[config.mk]
export PLATFORM = sky130hd
export DESIGN_NAME = stream_muxn_flat
export DESIGN_NICKNAME = d
export VERILOG_FILES = /design/src/rtl/mux_pkg.sv /design/src/rtl/stream_muxn_if.sv /design/src/rtl/rr_arbiter.sv /design/src/rtl/stream_muxn.sv /design/src/flat_wrapper.sv
export SDC_FILE = /design/constraint.sdc
export NUM_CORES = 1
export LEC_CHECK = 0
export CELL_PAD_IN_SITES_DETAIL_PLACEMENT = 0
export CELL_PAD_IN_SITES_GLOBAL_PLACEMENT = 1
export CORE_MARGIN = 1.5
export CORE_UTILIZATION = 45
export CTS_CLUSTER_DIAMETER = 150
export CTS_CLUSTER_SIZE = 40
export DETAILED_ROUTE_END_ITERATION = 6
export DONT_BUFFER_PORTS = 1
export PLACE_DENSITY = 0.74
export SLEW_MARGIN = 0
export SYNTH_ARGS = -nofsm -noshare
export SYNTH_HDL_FRONTEND = slang
export SYNTH_SLANG_ARGS = --single-unit
export TNS_END_PERCENT = 50
[constraint.sdc]
create_clock -name clk -period 3.2 [get_ports clk]
set_input_delay 0.48 -clock clk [delete_from_list [all_inputs] [get_ports clk]]
set_output_delay 0.48 -clock clk [all_outputs]
set_load 0.02 [all_outputs]
[src/rtl/mux_pkg.sv]
// ---------------------------------------------------------------------------
// mux_pkg
//   Shared types for the N-channel stream multiplexer.
//   mode_t selects how an idle (unlocked) mux picks its next channel:
//     MODE_SEL   - external channel index
//     MODE_FIXED - lowest-index valid channel wins
//     MODE_RR    - round-robin starting at the rotating pointer
//   Encoding 3 is reserved and grants nothing while unlocked.
// ---------------------------------------------------------------------------
package mux_pkg;

    typedef enum logic [1:0] {
        MODE_SEL   = 2'd0,
        MODE_FIXED = 2'd1,
        MODE_RR    = 2'd2
    } mode_t;

endpackage

[src/rtl/stream_muxn_if.sv]
// ---------------------------------------------------------------------------
// stream_muxn_if
//   Handshake bundle between NUM_CH producers, the mux and one consumer.
//   Signals:
//     in_data   NUM_CH*WIDTH  packed input beats, channel i at [i*WIDTH +: WIDTH]
//     in_valid  NUM_CH        per-channel beat valid
//     in_last   NUM_CH        per-channel end-of-packet marker
//     in_ready  NUM_CH        per-channel accept (at most one bit high)
//     out_data  WIDTH         registered output beat
//     out_valid 1             output beat valid
//     out_last  1             end-of-packet marker of the output beat
//     out_chan  CH_W          source channel of the output beat
//     out_ready 1             downstream accept
//   Modports:
//     slave  - the mux itself
//     master - the surrounding producers/consumer (or a testbench)
// ---------------------------------------------------------------------------
interface stream_muxn_if #(
    parameter int WIDTH  = 8,
    parameter int NUM_CH = 4
);
    localparam int CH_W = $clog2(NUM_CH);

    logic [NUM_CH*WIDTH-1:0] in_data;
    logic [NUM_CH-1:0]       in_valid;
    logic [NUM_CH-1:0]       in_last;
    logic [NUM_CH-1:0]       in_ready;
    logic [WIDTH-1:0]        out_data;
    logic                    out_valid;
    logic                    out_last;
    logic [CH_W-1:0]         out_chan;
    logic                    out_ready;

    modport slave (
        input  in_data, in_valid, in_last, out_ready,
        output in_ready, out_data, out_valid, out_last, out_chan
    );

    modport master (
        output in_data, in_valid, in_last, out_ready,
        input  in_ready, out_data, out_valid, out_last, out_chan
    );

endinterface

[src/rtl/rr_arbiter.sv]
// ---------------------------------------------------------------------------
// rr_arbiter
//   Purely combinational channel picker for stream_muxn.
//   Ports:
//     req      in   N   per-channel request (in_valid)
//     ptr      in   W   round-robin start index
//     mode     in   2   arbitration mode (mode_t)
//     sel      in   W   channel index for MODE_SEL
//     lock     in   1   a packet is in progress
//     lock_ch  in   W   channel owning the open packet
//     grant    out  N   one-hot grant, or zero
//     winner   out  W   index of the granted channel (0 when none)
// ---------------------------------------------------------------------------
module rr_arbiter
    import mux_pkg::*;
#(
    parameter int N = 4,
    parameter int W = $clog2(N)
) (
    input  logic [N-1:0] req,
    input  logic [W-1:0] ptr,
    input  mode_t        mode,
    input  logic [W-1:0] sel,
    input  logic         lock,
    input  logic [W-1:0] lock_ch,
    output logic [N-1:0] grant,
    output logic [W-1:0] winner
);

    logic found;

    // Pick a winner. An open packet overrides mode and sel so that beats of
    // one packet are never interleaved with another channel. Index matching is
    // done by comparison loops so that a sel value beyond NUM_CH simply finds
    // nothing instead of indexing out of range.
    always_comb begin
        int c;
        found  = 1'b0;
        winner = '0;
        c      = 0;
        if (lock) begin
            for (int i = 0; i < N; i++) begin
                if (lock_ch == W'(i) && req[i]) begin
                    found  = 1'b1;
                    winner = W'(i);
                end
            end
        end else begin
            case (mode)
                MODE_SEL: begin
                    for (int i = 0; i < N; i++) begin
                        if (sel == W'(i) && req[i]) begin
                            found  = 1'b1;
                            winner = W'(i);
                        end
                    end
                end
                MODE_FIXED: begin
                    for (int i = 0; i < N; i++) begin
                        if (!found && req[i]) begin
                            found  = 1'b1;
                            winner = W'(i);
                        end
                    end
                end
                MODE_RR: begin
                    // Visit ptr, ptr+1, ... wrapping back to 0.
                    for (int j = 0; j < N; j++) begin
                        c = j + int'(ptr);
                        if (c >= N) begin
                            c = c - N;
                        end
                        for (int i = 0; i < N; i++) begin
                            if (!found && i == c && req[i]) begin
                                found  = 1'b1;
                                winner = W'(i);
                            end
                        end
                    end
                end
                default: begin
                end
            endcase
        end
    end

    // Expand the winner index into a one-hot grant.
    always_comb begin
        grant = '0;
        for (int i = 0; i < N; i++) begin
            grant[i] = found && (winner == W'(i));
        end
    end

endmodule

[src/rtl/stream_muxn.sv]
// ---------------------------------------------------------------------------
// stream_muxn
//   N-channel, WIDTH-bit stream multiplexer with a one-beat registered output.
//   Keeps packets whole: once a channel's first non-last beat is taken, only
//   that channel is served until its last beat passes.
//   Ports:
//     clk      in   1      rising-edge clock
//     reset_n  in   1      asynchronous active-low reset
//     mode     in   2      arbitration mode (mode_t)
//     sel      in   CH_W   channel index used in MODE_SEL
//     bus      slave       stream handshake bundle (see stream_muxn_if)
// ---------------------------------------------------------------------------
module stream_muxn
    import mux_pkg::*;
#(
    parameter  int WIDTH  = 8,
    parameter  int NUM_CH = 4,
    localparam int CH_W   = $clog2(NUM_CH)
) (
    input  logic            clk,
    input  logic            reset_n,
    input  mode_t           mode,
    input  logic [CH_W-1:0] sel,
    stream_muxn_if.slave    bus
);

    logic [WIDTH-1:0]  outData_q,  outData_d;
    logic              outValid_q, outValid_d;
    logic              outLast_q,  outLast_d;
    logic [CH_W-1:0]   outChan_q,  outChan_d;
    logic              lock_q,     lock_d;
    logic [CH_W-1:0]   lockCh_q,   lockCh_d;
    logic [CH_W-1:0]   rrPtr_q,    rrPtr_d;

    logic              loadEn;
    logic              accept;
    logic [NUM_CH-1:0] grant;
    logic [CH_W-1:0]   winner;
    logic [WIDTH-1:0]  selData;
    logic              selLast;

    rr_arbiter #(
        .N (NUM_CH),
        .W (CH_W)
    ) u_arb (
        .req     (bus.in_valid),
        .ptr     (rrPtr_q),
        .mode    (mode),
        .sel     (sel),
        .lock    (lock_q),
        .lock_ch (lockCh_q),
        .grant   (grant),
        .winner  (winner)
    );

    // The output slot can take a new beat when empty or draining this cycle,
    // which gives full throughput under continuous out_ready.
    assign loadEn       = !outValid_q || bus.out_ready;
    assign accept       = loadEn && (|grant);
    assign bus.in_ready = loadEn ? grant : '0;

    // AND-OR select of the granted channel; grant is one-hot or zero.
    always_comb begin
        selData = '0;
        selLast = 1'b0;
        for (int i = 0; i < NUM_CH; i++) begin
            selData = selData | (bus.in_data[i*WIDTH +: WIDTH] & {WIDTH{grant[i]}});
            selLast = selLast | (bus.in_last[i] & grant[i]);
        end
    end

    // Next-state for the output slot, packet lock and round-robin pointer.
    // When the slot loads but nothing is granted it goes empty while the old
    // data/last/chan are left in place.
    always_comb begin
        outData_d  = outData_q;
        outValid_d = outValid_q;
        outLast_d  = outLast_q;
        outChan_d  = outChan_q;
        lock_d     = lock_q;
        lockCh_d   = lockCh_q;
        rrPtr_d    = rrPtr_q;
        if (loadEn) begin
            outValid_d = accept;
        end
        if (accept) begin
            outData_d = selData;
            outLast_d = selLast;
            outChan_d = winner;
            if (selLast) begin
                lock_d = 1'b0;
                if (mode == MODE_RR) begin
                    rrPtr_d = (winner == CH_W'(NUM_CH - 1)) ? '0 : winner + CH_W'(1);
                end
            end else begin
                lock_d   = 1'b1;
                lockCh_d = winner;
            end
        end
    end

    // State registers; reset empties the slot and abandons any open packet.
    always_ff @(posedge clk or negedge reset_n) begin
        if (!reset_n) begin
            outData_q  <= '0;
            outValid_q <= 1'b0;
            outLast_q  <= 1'b0;
            outChan_q  <= '0;
            lock_q     <= 1'b0;
            lockCh_q   <= '0;
            rrPtr_q    <= '0;
        end else begin
            outData_q  <= outData_d;
            outValid_q <= outValid_d;
            outLast_q  <= outLast_d;
            outChan_q  <= outChan_d;
            lock_q     <= lock_d;
            lockCh_q   <= lockCh_d;
            rrPtr_q    <= rrPtr_d;
        end
    end

    assign bus.out_data  = outData_q;
    assign bus.out_valid = outValid_q;
    assign bus.out_last  = outLast_q;
    assign bus.out_chan  = outChan_q;

endmodule

[src/flat_wrapper.sv]
// flat-port wrapper written by rule: the top's interface ports become plain ports
module stream_muxn_flat import mux_pkg::*;
#(
    parameter  int WIDTH  = 8,
    parameter  int NUM_CH = 4,
    localparam int CH_W   = $clog2(NUM_CH)
)
  (clk, reset_n, mode, sel, bus_in_data, bus_in_valid, bus_in_last, bus_out_ready, bus_in_ready, bus_out_data, bus_out_valid, bus_out_last, bus_out_chan);
  stream_muxn_if #(.WIDTH(WIDTH), .NUM_CH(NUM_CH)) bus_i ();
  input  logic clk;
  input  logic reset_n;
  input  mode_t mode;
  input  logic [CH_W-1:0] sel;
  input wire logic [$bits(bus_i.in_data)-1:0] bus_in_data;
  input wire logic [$bits(bus_i.in_valid)-1:0] bus_in_valid;
  input wire logic [$bits(bus_i.in_last)-1:0] bus_in_last;
  input wire logic [$bits(bus_i.out_ready)-1:0] bus_out_ready;
  output wire logic [$bits(bus_i.in_ready)-1:0] bus_in_ready;
  output wire logic [$bits(bus_i.out_data)-1:0] bus_out_data;
  output wire logic [$bits(bus_i.out_valid)-1:0] bus_out_valid;
  output wire logic [$bits(bus_i.out_last)-1:0] bus_out_last;
  output wire logic [$bits(bus_i.out_chan)-1:0] bus_out_chan;
  assign bus_i.in_data = bus_in_data;
  assign bus_i.in_valid = bus_in_valid;
  assign bus_i.in_last = bus_in_last;
  assign bus_i.out_ready = bus_out_ready;
  assign bus_in_ready = bus_i.in_ready;
  assign bus_out_data = bus_i.out_data;
  assign bus_out_valid = bus_i.out_valid;
  assign bus_out_last = bus_i.out_last;
  assign bus_out_chan = bus_i.out_chan;
  stream_muxn #(.WIDTH(WIDTH), .NUM_CH(NUM_CH)) u_core (.clk(clk), .reset_n(reset_n), .mode(mode), .sel(sel), .bus(bus_i));
endmodule
==> reports/summary.txt, run 1 <==
Status = complete, no violations
Post CTS Setup Buffer Count = 0
Share of the synthesized area in the top cell type = 32.0%
Area leader, netlist = dfrtp_1
Flops & latches, synth = 17
Pre-antenna DRT Iters = 4
CTS Sinks = 17
Syn avg cell area = 10.1 sq um
Hold_buf cts = 1
Power Dens Cells = 1070 mW/mm^2
Sequential area share after synthesis = 32.0%
Cells after Synth = 131
Syn nets = 182
Fill cells = 260
Register Area = 425 sq um
Number of remaining DRC errors = 0
Final nets = 185
ANT nets after route = 0
Slew @ Worst Pin = 0.741 ns
Crit Path Class = flip-flop to flip-flop
Root Driver = clkbuf_4
Global route overflow = 0
Synth top area cells = dfrtp_1, mux2_4, a22oi_1
Leak pwr = 0.000638 uW
Minimum clock period = 2.87 ns
Layout Utilization = 49.8%
Initial Utilization = 47.8%
TritonCTS clock tree = yes
Vias in the first global route = 977
Core Box Area = 0.00278 sq mm
Fmax = 0.349 GHz
Initial antenna violation count = 0
Maximum clock path buffer count = 2
Fraction of layout cells with a size suffix above 1 = 21.8%
Crit share post-route = 89.6%
Largest net degree at the start of global routing = 18
Die Wd = 57.3 um
CTS clk-pin slew, worst paths = 0.10 ns
Area Overhead vs Synth = 4.14%
Endpoint type of the worst setup path = flip-flop
Total GRT Usage = 18.4%
RSZ-0062 raised after global routing = false
Post-CTS sizing = 0
Port Buffer Count = 0
Hold Crit Class = primary input to flip-flop
Setup violations, final = 0
Total CTS buffers = 3
Setup TNS = 0 ns
Worst EP arrival = 3.04 ns
Routed length per placed instance = 18.0 um
Fin. max-slew vios = 0
Total wire length = 2950 um
Max-Cap Viols = 0
Detailed Place HPWL = 2340 um
Data required, critical path = 3.38 ns
Cell Area, Synth = 0.00133 sq mm
Iter 0 DRT Violations = 20
Rows = 19
Commonest non-fill, non-tap cells in the layout = dfrtp_1, a22oi_1, nand2_1, mux2_4
YS warnings = 0
Area of the multi-input gates = 822 sq um
CP startpoint kind = flip-flop
Synth cell types = 41
VDD IR-drop max = 0.000977 V
Die area = 0.00329 sq mm
Crit path max fanout = 12
Slew Limit Headroom = 50.4%
DR vias = 1,019
Clk Latency, worst-skew pair = 0.29 ns
Commonest non-fill, non-tap cell in the layout = dfrtp_1
First-pass GRT wire length = 4750 um
Die Ht = 57.3 um
Antenna cells = 0
Avg Vias per Cell = 6.21
Final Hold Viols = 0
# IOs = 63
Placer congestion estimate = 0.865
H-tree Lvls = 1
Clock skew = 0.00121 ns
stage by stage:
stage	hold WS (ns)	area [sq um]	instances	setup WS, ns	power, uW
5_1_grt	0.420	1380	164	0.0331	1600
3_3_place_gp	0.185	1350	159	0.416	1340
4_1_cts	0.418	1380	164	0.284	1500
6_report	0.430	1380	164	0.333	1480
2_1_floorplan	0.184	1330	131	0.283	1200
3_5_place_dp	0.185	1350	159	0.344	1370
critical path: stages (launching register included):
cell	delay [ns]
dfrtp_1	0.46
nand2_1	0.08
a21oi_1	0.06
nor4_1	0.27
o31a_1	0.32
inv_1	0.10
ha_1	0.21
nor4_1	0.41
nor2_1	0.15
nand2_2	0.31
mux2_1	0.37
area by class of cell:
type	count	area share (%)
multi-input combinational	100	59.4
sequential	17	30.7
timing repair buffer	6	3.44
tap	31	2.80
clock buffer	3	1.63
inverter	6	1.63
clock inverter	1	0.362
cells in the mapped netlist, drive strengths merged:
cell	number
nor2	4
mux4	1
ha	4
and2	4
mux2i	3
o211ai	1
nor4	3
a21o	1
o21ba	1
a21oi	6
nand3	3
nor3b	1
nand4	1
clkbuf	2
o31a	1
inv	6
nor3	1
o211a	1
buf	6
o21ai	4
a31oi	1
a2bb2oi	1
o21bai	1
a221oi	1
a211o	1
a22o	2
mux2	16
nand2b	3
a22oi	16
or3b	1
nor2b	2
dfrtp	17
nand2	13
and3	2
path summary, 6_finish.rpt:
path / startpoint / endpoint / slack (ns) / cells after the start
max in group asynchronous: reset_n / u_core.lockCh_q[0]$_DFFE_PN0P_ / 2.05 / 1
worst max-delay path: u_core.rrPtr_q[1]$_DFFE_PN0P_ / u_core.bus.out_data[5]$_DFFE_PN0P_ / 0.33 / 10
worst min register to register: u_core.lockCh_q[0]$_DFFE_PN0P_ / u_core.lockCh_q[0]$_DFFE_PN0P_ / 0.61 / 1
worst max register to register: u_core.rrPtr_q[1]$_DFFE_PN0P_ / u_core.bus.out_data[5]$_DFFE_PN0P_ / 0.33 / 10
worst min-delay path: bus_out_ready / u_core.bus.out_valid$_DFFE_PN0N_ / 0.43 / 2
min in group asynchronous: reset_n / u_core.bus.out_chan[0]$_DFFE_PN0P_ / 0.69 / 1
kinds of logic (layout without fill, tap and decap cells):
family	after synthesis	after routing	synth area share (%)
buf+inv	14	16	6.12
mux	20	20	20.3
flops	17	17	32.0
simple gates	38	38	15.8
compound gates	38	38	21.9
fa+ha+maj	4	4	3.77
metal layers:
metal  vias to the layer above  routed length (um)  part of all wire (%)  track usage [%]
met3                         2                 121                   4.1             5.67
met2                        26                1430                    49             29.1
met4                         0                   9                  0.31            0.997
met5                         -                   0                     0                0
met1                       500                1390                    47             26.1
li1                        491                   -                     -                -
registers in the layout, summed over array words and instances (netlist names):
signal / cells
u_core.bus.out_chan: 2
u_core.bus.out_data: 8
u_core.bus.out_last: 1
u_core.bus.out_valid: 1
u_core.lockCh_q: 2
u_core.lock_q: 1
u_core.rrPtr_q: 2
where the power goes:
part           internal, uW  total, uW  leakage, uW  switching (uW)
Clock                  46.4        114    0.0000177            67.9
Sequential              323        514     0.000206             191
Combinational           444        853     0.000415             409
Total                   813       1480     0.000638             668
(Power assumes the default switching activity.)
==> inputs of run 2 (changes only) <==
- CORE_UTILIZATION: 45 -> 43
- PLACE_DENSITY: 0.74 -> 0.71
==> reports/summary.txt, run 2 (same netlist as run 1, synthesis figures left out) <==
Total GRT Usage = 18.5% (+0.13 points)
Clock skew = 0.00830 ns (+0.00709 ns)
Antenna cells = 0 (unchanged)
GR Layer Usage met3 = 5.49% (-0.17 points)
Placed inst area = 0.00135 sq mm (unchanged)
Fin. max-slew vios = 0 (unchanged)
Crit path max-delay cell type = dfrtp_1
Die Wd = 58.6 um (+2.2%)
RSZ-0062 raised after global routing = false
Total wire length = 3120 um (+5.9%)
Clk Latency, worst-skew pair = 0.29 ns (about the same)
Worst EP arrival = 3.04 ns (about the same)
TritonCTS clock tree = yes
CTS Sinks = 17 (unchanged)
Part of the power in registers = 34.3% (-0.4 points)
Fmax = 0.350 GHz (+0.41%)
R2r worst-path depth = 11 (+1)
Area Overhead vs Synth = 4.14% (unchanged)
Design area = 0.00138 sq mm (unchanged)
Pre-antenna DRT Iters = 4 (unchanged)
Total CTS buffers = 3 (unchanged)
Data required, critical path = 3.38 ns (about the same)
Detailed Place HPWL = 2390 um (+2.1%)
Largest register FFs = 8 (unchanged)
Core Box Area = 0.00285 sq mm (+2.6%)
Commonest non-fill, non-tap cells in the layout = dfrtp_1, a22oi_1, nand2_1, mux2_4
Power Dens Cells = 1070 mW/mm^2 (+0.27%)
ANT nets after route = 0 (unchanged)
Vias in the first global route = 988 (+1.1%)
Area of the multi-input gates = 822 sq um (unchanged)
First-pass GRT wire length = 4890 um (+2.9%)
Post CTS Setup Buffer Count = 0 (unchanged)
Crit share post-route = 89.2% (-0.37 points)
Placer congestion estimate = 0.834 (-3.5%)
Cell Chain, Critical Path = mux2_2, nand2_1, a22o_1, a31oi_1, buf_4, ha_1, buf_4, a22o_1, a221oi_1, and3_4, mux2_4
Switch Pwr = 673 uW (+0.86%)
CP max stage delay = 0.43 ns (-0.03 ns)
Max-Cap Viols = 0 (unchanged)
Fraction of layout cells with a size suffix above 1 = 21.8% (unchanged)
Register Area = 425 sq um (unchanged)
Setup TNS = 0 ns (unchanged)
Most Used Layer, Global Route = met1
Fill cells = 277 (+6.5%)
Initial antenna violation count = 0 (unchanged)
Avg Vias per Cell = 6.30 (+1.5%)
Number of remaining DRC errors = 0 (unchanged)
Port Buffer Count = 0 (unchanged)
Endpoint type of the worst setup path = flip-flop
VDD IR-drop max = 0.000575 V (-41%)
DR vias = 1,034 (+1.5%)
Global Route met2 Usage = 26.0% (-3.1 points)
Initial Utilization = 46.6% (-1.2 points)
Commonest non-fill, non-tap cell in the layout = dfrtp_1
Routed length per placed instance = 19.0 um (+5.9%)
Combinational share of power = 57.7% (about the same)
Hold Crit Class = primary input to flip-flop
Rows = 19 (unchanged)
Pint = 811 uW (-0.21%)
H-tree Lvls = 1 (unchanged)
CTS clk-pin slew, worst paths = 0.11 ns (about the same)
Iter 0 DRT Violations = 46 (+130%)
Setup violations, final = 0 (unchanged)
Clock network power share = 8.0% (+0.3 points)
Switching fraction of total power = 45.3% (+0.26 points)
Maximum clock path buffer count = 2 (unchanged)
WHS Path Cells = 3 (+1)
Root Driver = clkbuf_4
Crit Path Class = flip-flop to flip-flop
# IOs = 63 (unchanged)
Minimum clock period = 2.85 ns (-0.0118 ns)
Leak pwr = 0.000638 uW (unchanged)
CP startpoint kind = flip-flop
Global route overflow = 0 (unchanged)
Final Hold Viols = 0 (unchanged)
GR Layer Usage met1 = 28.0% (+1.9 points)
Status = complete, no violations
Die area = 0.00343 sq mm (+4.4%)
Die Ht = 58.6 um (+2.2%)
Crit path max fanout = 9 (-3)
Largest net degree at the start of global routing = 18 (unchanged)
Slew @ Worst Pin = 0.762 ns (+0.0209 ns)
Slew Limit Headroom = 49.0% (-1.4 points)
Final nets = 185 (unchanged)
==> run 2: cell counts in the layout (fill, tap and decap cells not counted) <==
Identical to the previous run, type by type.
==> run 2: power by group through the flow <==
stage,Clock [uW],Combinational (uW),Sequential [uW]
3_3_place_gp,0,834,512
4_1_cts,122,859,511
2_1_floorplan,0,717,486
5_1_grt,133,944,526
3_5_place_dp,0,849,514
6_report,119,857,509
==> run 2: cell type report <==
class	count	share of cell area (%)
clock buffer	3	1.63
tap	31	2.80
timing repair buffer	6	3.44
clock inverter	1	0.362
inverter	6	1.63
multi-input combinational	100	59.4
sequential	17	30.7
==> run 2: final timing paths <==
path,startpoint,end,slack [ns]
setup / recovery,u_core.lockCh_q[0]$_DFFE_PN0P_,u_core.lockCh_q[1]$_DFFE_PN0P_,0.35
hold / removal,bus_in_data[29],u_core.bus.out_data[5]$_DFFE_PN0P_,0.41
setup reg to reg,u_core.lockCh_q[0]$_DFFE_PN0P_,u_core.lockCh_q[1]$_DFFE_PN0P_,0.35
hold reg to reg,u_core.rrPtr_q[0]$_DFFE_PN0P_,u_core.rrPtr_q[0]$_DFFE_PN0P_,0.59
max in group asynchronous,reset_n,u_core.rrPtr_q[0]$_DFFE_PN0P_,2.03
min in group asynchronous,reset_n,u_core.lock_q$_DFFE_PN0P_,0.69
==> run 2: timing repair <==
item,4_1_cts,5_1_grt
gates resized for setup,0,0
hold buffers,1,0
endpoints found under the hold margin,17,0
endpoints found under the setup margin,0,0
==> run 2: per-stage QoR <==
| step | total power, uW | setup WS (ns) | hold slack (ns) | cells | util, % |
|---|---|---|---|---|---|
| 2_1_floorplan | 1200 | 0.283 | 0.184 | 131 | - |
| 3_3_place_gp | 1350 | 0.243 | 0.185 | 159 | 47.2 |
| 3_5_place_dp | 1360 | 0.240 | 0.185 | 159 | 47.2 |
| 4_1_cts | 1490 | 0.334 | 0.409 | 164 | 48.5 |
| 5_1_grt | 1600 | 0.207 | 0.406 | 164 | 48.5 |
| 6_report | 1480 | 0.345 | 0.409 | 164 | 48.5 |
==> run 2: worst max-delay path, delay by kind of cell, from the launching register on <==
family / cells / cell delay (ns)
adder cells (fa/ha/maj): 1 / 0.24
multiplexers: 2 / 0.65
AND/OR/NAND/NOR: 2 / 0.37
AO/OA/AOI/OAI: 4 / 0.70
buffers and inverters: 2 / 0.37
flip-flops: 1 / 0.43
==> run 2: routing by layer <==
metal,vias to the layer above,wire length [um]
li1,493,-
met1,507,1490
met2,34,1410
met3,0,214
met4,0,0
met5,-,0
==> inputs of run 3 (changes only) <==
- CORE_MARGIN: 1.5 -> 4
==> reports/summary.txt, run 3 (same netlist as run 1, synthesis figures left out) <==
Status = complete, no violations
Total wire length = 3380 um (+8.4%)
DR vias = 1,060 (+2.5%)
CTS Sinks = 17 (unchanged)
Combinational share of power = 57.4% (-0.3 points)
Setup violations, final = 0 (unchanged)
Final std cells w/o fill = 164 (unchanged)
Crit path top cell by count = nor4_1
Commonest non-fill, non-tap cell in the layout = dfrtp_1
Reg2reg setup slack = 0.33 ns (about the same)
# IOs = 63 (unchanged)
Antenna cells = 0 (unchanged)
Post CTS Setup Buffer Count = 0 (unchanged)
Clk Latency, worst-skew pair = 0.29 ns (about the same)
Setup TNS = 0 ns (unchanged)
Largest net degree at the start of global routing = 18 (unchanged)
Switch Pwr = 678 uW (+0.78%)
Area Overhead vs Synth = 4.14% (unchanged)
Cell Chain, Critical Path = nand2_1, a21oi_1, nor4_1, o31a_1, inv_1, ha_1, nor4_1, nor2_1, nand2_2, mux2_1
Pint = 813 uW (+0.18%)
Max-Cap Viols = 0 (unchanged)
Pre-antenna DRT Iters = 4 (unchanged)
Port Buffer Count = 0 (unchanged)
Final Hold Viols = 0 (unchanged)
Setup ws final = 0.335 ns (-0.0104 ns)
Fin. max-slew vios = 0 (unchanged)
Pre-CTS setup slack = 0.305 ns (+0.0655 ns)
Leak pwr = 0.000638 uW (unchanged)
WHS = 0.410 ns (+0.00108 ns)
Fmax = 0.349 GHz (-0.36%)
Inst Count DP = 159 (unchanged)
Design area = 0.00138 sq mm (unchanged)
TritonCTS clock tree = yes
Detailed Place HPWL = 2630 um (+10%)
Slew Limit Headroom = 47.6% (-1.4 points)
Placer congestion estimate = 0.813 (-2.6%)
Routed length per placed instance = 20.6 um (+8.4%)
CP max stage delay = 0.46 ns (+0.03 ns)
Die area = 0.00404 sq mm (+18%)
Maximum clock path buffer count = 2 (unchanged)
Power Dens Cells = 1080 mW/mm^2 (+0.45%)
Endpoint type of the worst setup path = flip-flop
Global route overflow = 0 (unchanged)
Data required, critical path = 3.39 ns (about the same)
First-pass GRT wire length = 5500 um (+13%)
Fraction of layout cells with a size suffix above 1 = 21.8% (unchanged)
Minimum clock period = 2.87 ns (+0.0104 ns)
Crit share post-route = 89.5% (+0.32 points)
Crit path max fanout = 12 (+3)
Fill cells = 278 (+0.36%)
Rows = 19 (unchanged)
Total CTS buffers = 3 (unchanged)
Worst EP arrival = 3.05 ns (about the same)
Hold Crit Class = primary input to flip-flop
CP startpoint kind = flip-flop
Core Box Area = 0.00285 sq mm (unchanged)
RSZ-0062 raised after global routing = false
Avg Vias per Cell = 6.46 (+2.5%)
Crit path max-delay cell type = dfrtp_1
Iter 0 DRT Violations = 57 (+24%)
Largest register FFs = 8 (unchanged)
Switching fraction of total power = 45.5% (+0.15 points)
Die Ht = 63.6 um (+8.5%)
Slew @ Worst Pin = 0.784 ns (+0.0215 ns)
Vias in the first global route = 1,048 (+6.1%)
Crit path buf inv count = 1 (-1)
Crit path max-delay family = simple AND/OR/NAND/NOR gates
Clock network power share = 7.9% (about the same)
Root Driver = clkbuf_4
Crit Path Class = flip-flop to flip-flop
CTS clk-pin slew, worst paths = 0.10 ns (about the same)
Total GRT Usage = 17.2% (-1.3 points)
Initial Utilization = 46.6% (unchanged)
Die Wd = 63.6 um (+8.5%)
Clock skew = 0.00169 ns (-0.00660 ns)
Initial antenna violation count = 0 (unchanged)
Placed inst area = 0.00135 sq mm (unchanged)
Part of the power in registers = 34.7% (+0.4 points)
ANT nets after route = 0 (unchanged)
Final nets = 185 (unchanged)
Number of remaining DRC errors = 0 (unchanged)
Commonest non-fill, non-tap cells in the layout = dfrtp_1, a22oi_1, nand2_1, mux2_4
H-tree Lvls = 1 (unchanged)
VDD IR-drop max = 0.000551 V (-4.3%)
## run 3: cell counts in the layout (fill, tap and decap cells not counted)
No cell type changed its count.
## run 3: final cells by class
class                   count  area [sq um]  area share, %
multi-input cells         100           822           59.4
inverters                   6          22.5           1.63
flip-flops and latches     17           425           30.7
clock inverters             1          5.00          0.362
well taps                  31          38.8           2.80
repair buffers              6          47.5           3.44
clock buffers               3          22.5           1.63
## run 3: worst paths after layout
path	from	to	cells after the start
worst max-delay path	u_core.rrPtr_q[1]$_DFFE_PN0P_	u_core.bus.out_data[4]$_DFFE_PN0P_	10
worst min-delay path	bus_out_ready	u_core.bus.out_valid$_DFFE_PN0N_	2
worst max register to register	u_core.rrPtr_q[1]$_DFFE_PN0P_	u_core.bus.out_data[4]$_DFFE_PN0P_	10
worst min register to register	u_core.rrPtr_q[0]$_DFFE_PN0P_	u_core.rrPtr_q[0]$_DFFE_PN0P_	2
max in group asynchronous	reset_n	u_core.bus.out_data[5]$_DFFE_PN0P_	1
min in group asynchronous	reset_n	u_core.lockCh_q[0]$_DFFE_PN0P_	1
## run 3: per-stage QoR
step / util, % / power, uW
floorplan: - / 1200
global placement: 47.2 / 1350
detailed placement: 47.2 / 1380
CTS: 48.5 / 1500
global route: 48.5 / 1610
finish: 48.5 / 1490
## run 3: what timing repair did
action | 4_1_cts | 5_1_grt
hold buffers | 1 | 0
gates resized for setup | 0 | 0
endpoints found under the hold margin | 17 | 0
## run 3: power groups by stage
stage	sequential, uW	combinational (uW)	clock [uW]
floorplan	486	717	0
global placement	523	828	0
detailed placement	523	854	0
CTS	520	862	120
global route	532	949	127
finish	517	856	118
## run 3: metal layers
| layer | global-route usage, % | wire length [um] |
|---|---|---|
| met1 | 25.1 | 1560 |
| met2 | 25.2 | 1540 |
| met3 | 5.86 | 277 |
| met4 | 1.62 | 8 |
| met5 | 0 | 0 |
## run 3: worst register-to-register path, cell delays in order, from the launching register on
cell and delay [ns]:
dfrtp_1 0.46, nand2_1 0.09, a21oi_1 0.06, nor4_1 0.26, o31a_1 0.33, inv_1 0.12
ha_1 0.21, nor4_1 0.40, nor2_1 0.15, nand2_2 0.33, mux2_1 0.36
